<file path="src/rtl/rx_cic_ctrl.sv">
// Rate-change and I/Q pairing controller wrapped around a CIC decimator.
// Define RX_CIC_ERR_CNT_EN to add the saturating err_cnt output.
module rx_cic_ctrl #(
   parameter int DEFAULT_RATE = 160,
   parameter int MIN_RATE     = 8,
   parameter int FLUSH_CYCLES = 8,
   parameter int SETTLE_PAIRS = 4
) (
   input  logic        clk,
   input  logic        reset,
   input  logic [9:0]  rate_req,
   input  logic        rate_req_valid,
   output logic        rate_busy,
   input  logic        s_valid,
   output logic        s_ready,
   input  logic [26:0] s_i,
   input  logic [26:0] s_q,
   output logic        cic_in_valid,
   input  logic        cic_in_ready,
   output logic [26:0] cic_in0,
   output logic [26:0] cic_in1,
   output logic [1:0]  cic_in_error,
   output logic [9:0]  cic_rate,
   output logic        cic_reset_n,
   output logic        cic_clken,
   input  logic [31:0] cic_out_data,
   input  logic        cic_out_valid,
   output logic        cic_out_ready,
   input  logic        cic_out_channel,
   input  logic [1:0]  cic_out_error,
   output logic        m_valid,
   input  logic        m_ready,
   output logic [31:0] m_i,
   output logic [31:0] m_q,
   output logic        sync_err
`ifdef RX_CIC_ERR_CNT_EN
   ,
   output logic [15:0] err_cnt
`endif
);

   typedef enum logic [1:0] {RUN, DRAIN, FLUSH, SETTLE} state_t;

   localparam int FW = (FLUSH_CYCLES > 1) ? $clog2(FLUSH_CYCLES) : 1;
   localparam int SW = $clog2(SETTLE_PAIRS + 1);

   state_t          state_q, state_d;
   logic [FW-1:0]   flushCnt_q, flushCnt_d;
   logic [SW-1:0]   settleCnt_q, settleCnt_d;
   logic [9:0]      rate_q, rate_d;
   logic            pendValid_q, pendValid_d;
   logic [9:0]      pend_q, pend_d;
   logic            heldValid_q, heldValid_d;
   logic [31:0]     heldI_q, heldI_d;
   logic            mValid_q, mValid_d;
   logic [31:0]     mI_q, mI_d;
   logic [31:0]     mQ_q, mQ_d;
   logic            syncErr_q, syncErr_d;

   logic passThru, outReady, accept, gotI, gotQ, pairFormed, orphanQ, flushEntry;

   assign passThru   = (state_q == RUN) || (state_q == SETTLE);
   assign outReady   = !mValid_q || m_ready;
   assign accept     = cic_out_valid && outReady;
   assign gotI       = accept && !cic_out_channel;
   assign gotQ       = accept && cic_out_channel;
   assign pairFormed = gotQ && heldValid_q;
   assign orphanQ    = gotQ && !heldValid_q;
   assign flushEntry = (state_q == DRAIN) && !mValid_q;

   assign s_ready       = passThru ? cic_in_ready : 1'b0;
   assign cic_in_valid  = passThru ? s_valid : 1'b0;
   assign cic_in0       = s_i;
   assign cic_in1       = s_q;
   assign cic_in_error  = 2'b00;
   assign cic_rate      = rate_q;
   assign cic_reset_n   = (state_q != FLUSH);
   assign cic_clken     = 1'b1;
   assign cic_out_ready = outReady;
   assign m_valid       = mValid_q;
   assign m_i           = mI_q;
   assign m_q           = mQ_q;
   assign sync_err      = syncErr_q;
   assign rate_busy     = (state_q != RUN) || pendValid_q;

   always_comb begin
      state_d     = state_q;
      flushCnt_d  = flushCnt_q;
      settleCnt_d = settleCnt_q;
      case (state_q)
         RUN: begin
            if (pendValid_q) state_d = DRAIN;
         end
         DRAIN: begin
            if (!mValid_q) begin
               state_d    = FLUSH;
               flushCnt_d = '0;
            end
         end
         FLUSH: begin
            if (flushCnt_q == FW'(FLUSH_CYCLES - 1)) begin
               state_d     = SETTLE;
               settleCnt_d = SW'(SETTLE_PAIRS);
            end else begin
               flushCnt_d = flushCnt_q + FW'(1);
            end
         end
         SETTLE: begin
            if (pairFormed) begin
               if (settleCnt_q <= SW'(1)) state_d = RUN;
               else settleCnt_d = settleCnt_q - SW'(1);
            end
         end
         default: state_d = FLUSH;
      endcase
   end

   // A strobe in the same cycle as the flush entry is a fresh request and must survive the clear.
   always_comb begin
      rate_d      = rate_q;
      pendValid_d = pendValid_q;
      pend_d      = pend_q;
      heldValid_d = heldValid_q;
      heldI_d     = heldI_q;
      mValid_d    = mValid_q;
      mI_d        = mI_q;
      mQ_d        = mQ_q;
      syncErr_d   = syncErr_q || orphanQ;
      if (flushEntry)
         rate_d = (pend_q < 10'(MIN_RATE)) ? 10'(MIN_RATE) : pend_q;
      if (rate_req_valid) begin
         pendValid_d = 1'b1;
         pend_d      = rate_req;
      end else if (flushEntry) begin
         pendValid_d = 1'b0;
      end
      if (flushEntry) begin
         heldValid_d = 1'b0;
         heldI_d     = '0;
      end else if (gotI) begin
         heldValid_d = 1'b1;
         heldI_d     = cic_out_data;
      end else if (pairFormed) begin
         heldValid_d = 1'b0;
      end
      if (pairFormed && (state_q == RUN)) begin
         mValid_d = 1'b1;
         mI_d     = heldI_q;
         mQ_d     = cic_out_data;
      end else if (mValid_q && m_ready) begin
         mValid_d = 1'b0;
      end
   end

   always_ff @(posedge clk) begin
      if (reset) begin
         state_q     <= FLUSH;
         flushCnt_q  <= '0;
         settleCnt_q <= '0;
         rate_q      <= 10'(DEFAULT_RATE);
         pendValid_q <= 1'b0;
         pend_q      <= '0;
         heldValid_q <= 1'b0;
         heldI_q     <= '0;
         mValid_q    <= 1'b0;
         mI_q        <= '0;
         mQ_q        <= '0;
         syncErr_q   <= 1'b0;
      end else begin
         state_q     <= state_d;
         flushCnt_q  <= flushCnt_d;
         settleCnt_q <= settleCnt_d;
         rate_q      <= rate_d;
         pendValid_q <= pendValid_d;
         pend_q      <= pend_d;
         heldValid_q <= heldValid_d;
         heldI_q     <= heldI_d;
         mValid_q    <= mValid_d;
         mI_q        <= mI_d;
         mQ_q        <= mQ_d;
         syncErr_q   <= syncErr_d;
      end
   end

`ifdef RX_CIC_ERR_CNT_EN
   logic [15:0] errCnt_q, errCnt_d;

   always_comb begin
      errCnt_d = errCnt_q;
      if (accept && (cic_out_error != 2'b00) && (errCnt_q != 16'hFFFF))
         errCnt_d = errCnt_q + 16'd1;
   end

   always_ff @(posedge clk) begin
      if (reset) errCnt_q <= '0;
      else       errCnt_q <= errCnt_d;
   end

   assign err_cnt = errCnt_q;
`else
   logic unusedErr;
   assign unusedErr = ^cic_out_error;
`endif

endmodule

</file>
<file path="config.mk">
export PLATFORM = sky130hd
export DESIGN_NAME = rx_cic_ctrl
export DESIGN_NICKNAME = d
export VERILOG_FILES = /design/src/rtl/rx_cic_ctrl.sv
export SDC_FILE = /design/constraint.sdc
export NUM_CORES = 1
export LEC_CHECK = 0
export ABC_AREA = 0
export BUFFER_PORTS_ARGS = -buffer_cell sky130_fd_sc_hd__buf_4
export CAP_MARGIN = 20
export CORE_MARGIN = 2
export CORE_UTILIZATION = 50
export DETAILED_ROUTE_END_ITERATION = 10
export PLACE_DENSITY = 0.87
export SYNTH_ARGS = -nofsm -noshare
export SYNTH_HDL_FRONTEND = slang
export SYNTH_SLANG_ARGS = --single-unit
export TNS_END_PERCENT = 1
</file>
<file path="constraint.sdc">
create_clock -name clk -period 2.67 [get_ports clk]
set_input_delay 0.1335 -clock clk [delete_from_list [all_inputs] [get_ports clk]]
set_output_delay 0.1335 -clock clk [all_outputs]
set_load 0.02 [all_outputs]
</file>
==> flow_summary_export.csv, run 1 <==
group,metric,value,unit
global_routing,grt_max_degree,65,
finish,fill_cells,755,
clock_network,h-tree-depth,4,
sta,rsz0062_at_grt,"false",
critical_path,crit_type,"flop to flop",
clock_network,cts_root_buf,"clkbuf_8",
place,placed_area,5780,um^2
clock_network,clockBufferDepth,2,
finish,stdcell_area,6790,um^2
synth,synthArstFlopShare,0,%
route,drt_wl_total,13500,um
route,dr.pass1.iters,5,
route,drtAntennaViolNets,0,
floorplan,start_util,50.6,%
critical_path,slowest_stage,"or4_1",
sta,hold_viol_final,0,
route,via_per_inst,5.24,
sta,worstMarginPinSlew,674,ps
sta,finalCritPeriodShare,75.4,%
critical_path,cp_data_arrival_time,2420,ps
critical_path,path_cells,"inv_1, ha_1, nand2_1, o21a_1, or4_1, a31oi_1",
sta,setup_violations,0,
critical_path,cp-end-kind,"flop",
synth,seq_area_frac_synth,49.7,%
sta,fin_worst_skew,6.45,ps
route,routedWlPerCell,15.1,um
finish,final_common_cell,"nand2_1",
floorplan,ios,244,
clock_network,cts.sinks,128,
critical_path,worstSetupStartpointType,"flop",
critical_path,slowest_delay,530,ps
critical_path,cp.required,3080,ps
synth,yosys.area.top_type,"dfxtp_1",
clock_network,numCtsBuffers,17,
synth,ys_ff_latch,128,
clock_network,post_cts_resized,0,
power,power.leakage,0.00277,uW
floorplan,die_w,106,um
synth,yosys_warnings,0,
clock_network,clock_latency,500,ps
clock_network,postCtsHoldBufs,44,
finish,areaGrowthSynthToFinish,31.9,%
synth,syn_area,5150,um^2
place,hpwl,8070,um
place,portBuffers,130,
critical_path,setup.worst_path.start,"state_q[0]",
synth,yosys-top-cells-area,"dfxtp_1 (50%), nand2_1 (15%), a21oi_1 (11%), buf_4 (8.3%), ha_1 (1.9%)",
synth,synthFlopType,"dfxtp_1",
finish,nets,860,
clock_network,cts_tree,"yes",
floorplan,dieArea,11100,um^2
critical_path,r2r_start,"state_q[0]",
run_status,outcome,"finished, final reports clean",
flow_run,drv_cap,0,
global_routing,grt_usage,24.3,%
synth,synthCells,639,
synth,synth_enable_flop_cells,0,
floorplan,rows,37,
sta,setup-tns-final,0,ps
sta,slew_viol_final,0,
global_routing,grt_pass1_vias,4624,
hold_path,hp-start,"cic_out_valid",
route,drtIter0Drc,269,
synth,synth_top_area_share,49.7,%
sta,max_freq,0.497,GHz
finish,final_cell_mix,"nand2_1 (212), buf_4 (135), dfxtp_1 (128), a21oi_1 (111), dlygate4sd3_1 (44)",
route,dr_total_vias,4693,
floorplan,die_h,106,um
critical_path,worst-path-max-fanout,8,
finish,drive_gt1_share,23.2,%
power,peakVddDrop,0.476,mV
hold_path,hold_class,"input pin to flop",
power,p_per_area,698,nW/um^2
clock_network,clk_pin_slew_worst_paths,60,ps
floorplan,core,10200,um^2
sta,fin_crit,2010,ps
clock_network,post-cts-setup-buffers,0,
place,globalplace.congestion,0.864,
global_routing,grt_pass1_wl,21700,um
synth,synth.avg_cell_area,8.06,um^2
synth,post_synth_num_cell_types,41,
global_routing,antenna_found_initial,0,
finish,num_antenna_cells,0,
sta,max_slew_margin,55.1,%
global_routing,grt-ovfl-total,0,
route,drc,0,
## flip-flops by register name, indices dropped and copies added (netlist names)
name,flops
heldValid_q,1
m_valid,1
flushCnt_q,3
pendValid_q,1
settleCnt_q,3
cic_rate,10
pend_q,10
m_q,32
m_i,32
state_q,2
sync_err,1
heldI_q,32
## critical path, delay by kind of cell, from the launching register on
kind | cells | cell delay, ps
and+or+nand+nor | 2 | 690
buffers and inverters | 1 | 120
AOI/OAI and AO/OA | 2 | 440
adders and majority gates | 1 | 310
DFF | 1 | 350
## report_power, final
group	switching, uW	internal [uW]
logic	328	256
clock network	809	1300
registers	55.3	1990
## synth_stat cells (2+ instances only)
master,count
a21oi_1,111
a31oi_1,2
inv_1,9
nor2_1,18
inv_2,2
buf_4,57
mux2i_1,10
nand4_1,4
ha_1,8
or4_1,2
nor3_1,2
conb_1,2
a22oi_1,3
o21ai_0,3
dfxtp_1,128
nand2_1,212
clkbuf_1,17
nand2b_1,2
buf_2,19
nand3_1,5
nor2b_1,3
## per-layer routing
metal  track usage, %  share of wire (%)
met5                0                  0
met4             10.3                2.2
met3             7.17                8.8
met2             43.7                 50
met1             26.4                 39
## worst paths after layout
| check | slack (ps) | to | cells past startpoint |
|---|---|---|---|
| worst min register to register | 450 | m_i[31] | 2 |
| worst max-delay path | 660 | settleCnt_q[2] | 6 |
| worst max register to register | 660 | settleCnt_q[2] | 6 |
| worst min-delay path | 50 | sync_err | 5 |
## final cells by class
| type | instances | area [um^2] | area share (%) |
|---|---|---|---|
| clock buffer | 22 | 463 | 6.82 |
| clock inverter | 10 | 86.3 | 1.27 |
| inverter | 11 | 41.3 | 0.608 |
| multi-input combinational | 407 | 1970 | 29.0 |
| sequential | 128 | 2560 | 37.7 |
| tap | 136 | 170 | 2.51 |
| timing repair buffer | 181 | 1500 | 22.1 |
## metrics by stage
stage / total power (uW) / cells / util, % / worst slack (ps) / hold slack [ps]
floorplan: 2510 / 640 / - / 1010 / 261
global placement: 2560 / 818 / 56.7 / 768 / 267
detailed placement: 2590 / 818 / 56.7 / 674 / 267
CTS: 4750 / 894 / 66.4 / 664 / 19.0
global route: 4920 / 895 / 66.7 / 556 / 62.1
finish: 4740 / 895 / 66.7 / 657 / 46.1
## cell families after synthesis
group / count (synthesis) / synth area share, %
multiplexers: 10 / 1.94
AO/OA/AOI/OAI: 128 / 13.6
adder cells (fa/ha/maj): 8 / 1.94
other: 2 / 0.146
buffers and inverters: 105 / 12.3
flip-flops: 128 / 49.7
AND/OR/NAND/NOR: 258 / 20.3
No activity file was read; power rests on OpenSTA's default activity.
==> run 2: changes to the inputs <==
--- a/config.mk
+++ b/config.mk
@@ -5,13 +5,13 @@
 export SDC_FILE = /design/constraint.sdc
 export NUM_CORES = 1
 export LEC_CHECK = 0
-export ABC_AREA = 0
+export ABC_AREA = 1
 export BUFFER_PORTS_ARGS = -buffer_cell sky130_fd_sc_hd__buf_4
 export CAP_MARGIN = 20
 export CORE_MARGIN = 2
-export CORE_UTILIZATION = 50
+export CORE_UTILIZATION = 46
 export DETAILED_ROUTE_END_ITERATION = 10
-export PLACE_DENSITY = 0.87
+export PLACE_DENSITY = 0.81
 export SYNTH_ARGS = -nofsm -noshare
 export SYNTH_HDL_FRONTEND = slang
 export SYNTH_SLANG_ARGS = --single-unit
==> constraint.sdc (replaced) <==
create_clock -name clk -period 2.1 [get_ports clk]
set_input_delay 0.105 -clock clk [delete_from_list [all_inputs] [get_ports clk]]
set_output_delay 0.105 -clock clk [all_outputs]
set_load 0.02 [all_outputs]
==> run 2 against run 1 <==
Core utilization is 3.5 points lower. Register-to-register slack worse by 360 ps. First-iteration DRC count is 13% higher. Cell count is 0.22% higher. Setup slack worse by 430 ps. Via count is 1.0% lower. Largest cell class unchanged. Highest routed layer unchanged.
==> flow_summary_export.csv, run 2 <==
group,metric,value,unit
synth,syn_area,5130,um^2
synth,yosys.cell_count.top_type,"dfxtp_1",
sta,fin_worst_skew,8.12,ps
hold_path,hold_class,"input pin to output port",
synth,ys_ff_latch,128,
place,hpwl,8620,um
route,drtAntennaViolNets,0,
clock_network,clk_pin_slew_worst_paths,60,ps
power,peakVddDrop,0.558,mV
critical_path,slowest_stage,"dlygate4sd3_1",
critical_path,path_cells,"dlygate4sd3_1, buf_4, inv_2, buf_4, o21ai_0, nor2_1, dlygate4sd3_1",
global_routing,grt_usage,23.0,%
synth,synth_enable_flop_cells,0,
synth,netlist_top_cells_count,"dfxtp_1 (128), nor2_1 (122), o21ai_0 (71)",
global_routing,grt_pass1_vias,4617,
global_routing,grt_pass1_wl,21700,um
sta,finalCritPeriodShare,89.3,%
route,routedWlPerCell,15.4,um
sta,fin_crit,1870,ps
route,drt_wl_total,13800,um
route,dr_total_vias,4645,
sta,max_freq,0.533,GHz
synth,seq_area_frac_synth,49.9,%
critical_path,crit_type,"input pin to flop",
sta,worstMarginPinSlew,629,ps
finish,multi_input_area,1740,um^2
finish,drive_gt1_share,23.5,%
power,p_per_area,947,nW/um^2
synth,synthCells,626,
synth,synthFlopType,"dfxtp_1",
clock_network,clockBufferDepth,2,
critical_path,critical-path-top-delay-family,"buffers and inverters",
critical_path,worstSetupStartpointType,"input pin",
route,drtIter0Drc,305,
finish,fin_util,63.2,%
sta,slew_viol_final,0,
sta,hold_viol_final,0,
floorplan,die_w,110,um
sta,rsz0062_at_grt,"false",
global_routing,grt_max_degree,69,
critical_path,cp_data_arrival_time,2310,ps
clock_network,post_cts_resized,0,
power,power,6510,uW
finish,nets,857,
critical_path,slowest_delay,570,ps
clock_network,post-cts-setup-buffers,0,
floorplan,ios,244,
finish,seq_area,2560,um^2
synth,yosys.area.top_type,"dfxtp_1",
clock_network,numCtsBuffers,17,
sta,setup_violations,0,
synth,yosys_warnings,0,
finish,areaGrowthSynthToFinish,34.0,%
place,portBuffers,130,
critical_path,worst-path-buf-inv,5,
synth,synthArstFlopShare,0,%
clock_network,h-tree-depth,4,
route,dr.pass1.iters,5,
sta,setup_slack,226,ps
synth,yosys-top-cells-area,"dfxtp_1 (50%), nor2_1 (8.9%), buf_4 (8.6%), o21ai_0 (6.9%), a21oi_1 (5.1%)",
finish,fill_cells,839,
place,post-place-ws,349,ps
power,power.leakage,0.00314,uW
finish,final_common_cell,"buf_4",
floorplan,die_h,110,um
floorplan,core,10900,um^2
critical_path,worst-path-max-fanout,30,
critical_path,cp-end-kind,"flop",
clock_network,postCtsHoldBufs,52,
clock_network,cts.sinks,128,
clock_network,cts_root_buf,"clkbuf_8",
clock_network,clock_latency,500,ps
global_routing,grt-ovfl-total,0,
route,via_per_inst,5.18,
global_routing,antenna_found_initial,1,
sta,max_slew_margin,58.0,%
floorplan,start_util,47.2,%
finish,final_cell_mix,"buf_4 (136), dfxtp_1 (128), nor2_1 (122), o21ai_0 (71), inv_1 (53)",
synth,synth_top_area_share,49.9,%
critical_path,cp.required,2540,ps
synth,post_synth_num_cell_types,27,
sta,setup-tns-final,0,ps
clock_network,cts_tree,"yes",
route,drc,0,
floorplan,dieArea,12000,um^2
flow_run,drv_cap,0,
floorplan,rows,38,
run_status,outcome,"finished, final reports clean",
place,globalplace.congestion,0.852,
synth,synth.avg_cell_area,8.20,um^2
==> run 2: routing by layer <==
metal	share of wire [%]	GRT usage [%]	wire length (um)
met1	39	26.2	5440
met2	50	38.8	6830
met3	8.0	7.71	1100
met4	3.1	10.7	424
met5	0	0	0
==> run 2: final timing paths <==
kind | to | slack [ps] | depth (start not counted) | from
worst max-delay path | pend_q[1] | 230 | 7 | reset
worst min-delay path | cic_in0[14] | 210 | 0 | s_i[14]
worst max register to register | flushCnt_q[2] | 300 | 8 | state_q[0]
worst min register to register | m_i[5] | 460 | 2 | heldI_q[5]
==> run 2: worst register-to-register path, stage by stage, from the launching register on <==
cell and delay (ps):
dfxtp_1 380, inv_1 110, ha_1 280, inv_2 100, or2_0 370, o21ai_2 150, nand2_1 130, nand2_1 70
a21oi_1 140
==> run 2: final cells by class <==
cell class	count	area share (%)
clock buffer	20	6.62
clock inverter	12	1.95
tap	140	2.55
inverter	56	3.06
timing repair buffer	191	23.3
multi-input combinational	349	25.3
sequential	128	37.2
antenna	1	0.0364
==> run 2: where the power goes <==
part	internal (uW)	switching [uW]	leakage, uW	total [uW]
clock network	1790	1090	0.000287	2870
registers	2590	81.4	0.00104	2670
logic	410	562	0.00181	972
==> run 2: cell families (layout without fill, tap and decap cells) <==
family	count (synthesis)	count (layout)	synth area share, %
compound gates	169	169	18.3
fa+ha+maj	8	8	1.95
buf+inv	150	279	16.3
flops	128	128	49.9
other cells	2	4	0.146
simple gates	169	169	13.5
==> run 2: per-stage QoR <==
stage	hold slack (ps)	cells	instance area, um^2
floorplan	222	627	5140
finish	210	897	6880
CTS	210	896	6880
detailed placement	210	812	5770
global route	210	897	6880
global placement	210	812	5770
==> run 3: changes to the inputs <==
--- a/config.mk
+++ b/config.mk
@@ -11,6 +11,7 @@
 export CORE_MARGIN = 2
 export CORE_UTILIZATION = 46
 export DETAILED_ROUTE_END_ITERATION = 10
+export MAX_ROUTING_LAYER = met4
 export PLACE_DENSITY = 0.81
 export SYNTH_ARGS = -nofsm -noshare
 export SYNTH_HDL_FRONTEND = slang
==> run 3 against run 2 <==
Flip-flop and latch count unchanged. Global-route usage up 0.73 points. Hold slack did not move. Core utilization unchanged. Critical path type unchanged.
==> flow_summary_export.csv, run 3 (same netlist as run 2, synthesis figures left out) <==
group,metric,value,unit
global_routing,grt_max_degree,69,
critical_path,setup.worst_path.start,"reset",
sta,max_freq,0.535,GHz
critical_path,worstSetupStartpointType,"input pin",
critical_path,cp.required,2540,ps
sta,fin_worst_skew,6.25,ps
hold_path,hold_depth,0,
floorplan,start_util,47.2,%
place,hpwl,8620,um
floorplan,dieArea,12000,um^2
global_routing,grt_usage,23.7,%
power,p_per_area,946,nW/um^2
route,dr.pass1.iters,5,
floorplan,die_h,110,um
clock_network,clk_pin_slew_worst_paths,60,ps
finish,areaGrowthSynthToFinish,34.0,%
critical_path,crit_type,"input pin to flop",
clock_network,numCtsBuffers,17,
critical_path,cp_data_arrival_time,2310,ps
clock_network,cts.sinks,128,
power,power,6510,uW
floorplan,die_w,110,um
critical_path,r2r_setup_slack,300,ps
clock_network,post-cts-setup-buffers,0,
sta,hold_viol_final,0,
power,p_clk_share,44.1,%
sta,fin_crit,1870,ps
sta,max_slew_margin,58.7,%
hold_path,hold_class,"input pin to output port",
clock_network,clockBufferDepth,2,
sta,setup-tns-final,0,ps
sta,worstMarginPinSlew,619,ps
critical_path,r2r_end,"flushCnt_q[2]",
flow_run,drv_cap,0,
finish,fill_cells,839,
power,peakVddDrop,0.563,mV
clock_network,h-tree-depth,4,
clock_network,clock_latency,510,ps
finish,final_cell_mix,"buf_4 (136), dfxtp_1 (128), nor2_1 (122), o21ai_0 (71), inv_1 (53)",
global_routing,grt_pass1_wl,21700,um
floorplan,core,10900,um^2
global_routing,grt-ovfl-total,0,
route,drt_wl_total,13800,um
power,p_sw,1730,uW
route,drtIter0Drc,299,
critical_path,cp-end-kind,"flop",
floorplan,rows,38,
sta,slew_viol_final,0,
global_routing,grt_pass1_vias,4611,
route,dr_total_vias,4672,
power,pwr-share-seq,41.0,%
critical_path,r2r_start,"state_q[0]",
route,routedWlPerCell,15.4,um
critical_path,worst-path-max-fanout,30,
sta,setup_violations,0,
floorplan,ios,244,
power,power_frac_comb,14.9,%
power,power.leakage,0.00314,uW
hold_path,hold_end,"cic_in0[14]",
route,drc,0,
sta,rsz0062_at_grt,"false",
critical_path,r2r_cells,8,
power,intPower,4780,uW
route,drtAntennaViolNets,0,
hold_path,hp-start,"s_i[14]",
global_routing,antenna_found_initial,1,
clock_network,cts_tree,"yes",
place,globalplace.congestion,0.866,
finish,final_common_cell,"buf_4",
finish,nets,857,
sta,finalCritPeriodShare,89.1,%
clock_network,cts_root_buf,"clkbuf_8",
route,via_per_inst,5.21,
finish,drive_gt1_share,23.5,%
run_status,outcome,"finished, final reports clean",
power,switching_share,26.5,%
place,portBuffers,130,
[run 3: worst max path at each step]
stage | endpoint | cells after the start
floorplan | flushCnt_q[2] | 9
global placement | settleCnt_q[0] | 8
detailed placement | settleCnt_q[0] | 7
CTS | cic_in_valid | 4
global route | flushCnt_q[1] | 8
finish | pend_q[1] | 7
[run 3: layout make-up]
cell class,instances,area (um^2),share of cell area [%]
flip-flops and latches,128,2560,37.2
clock inverters,12,134,1.95
clock buffers,20,455,6.62
well taps,140,175,2.55
inverters,56,210,3.06
diodes,1,2.50,0.0364
multi-input cells,349,1740,25.3
repair buffers,191,1600,23.3
[run 3: what timing repair did]
action,CTS,global route
hold buffers,52,0
hold endpoints to repair,85,0
resized for setup,0,0
[run 3: power by group through the flow]
stage | Sequential (uW) | Clock [uW] | Combinational (uW)
final | 2670 | 2870 | 972
after global placement | 2700 | 0 | 834
after detailed placement | 2720 | 0 | 878
after CTS | 2670 | 2890 | 961
after floorplan | 2750 | 0 | 683
after global routing | 2680 | 3020 | 1080
[run 3: per-stage QoR]
step / utilization (%) / setup WS, ps / std cells / hold WS (ps) / cell area (um^2)
after floorplan: - / 580 / 627 / 222 / 5140
after global placement: 53.0 / 472 / 812 / 210 / 5770
after detailed placement: 53.0 / 349 / 812 / 210 / 5770
after CTS: 63.2 / 273 / 896 / 210 / 6880
after global routing: 63.2 / 110 / 897 / 210 / 6880
final: 63.2 / 229 / 897 / 210 / 6880
[run 3: per-layer routing]
layer	global-route usage, %	vias to the layer above	routed length [um]
met5	-	-	0
met4	10.7	0	412
met3	6.82	62	1040
met2	38.7	224	6890
met1	27.1	2168	5470
li1	-	2218	-
[run 3: worst max-delay path, cell delays in order]
cell and delay, ps:
dlygate4sd3_1 550, buf_4 190, inv_2 260, buf_4 340, o21ai_0 150, nor2_1 140, dlygate4sd3_1 570
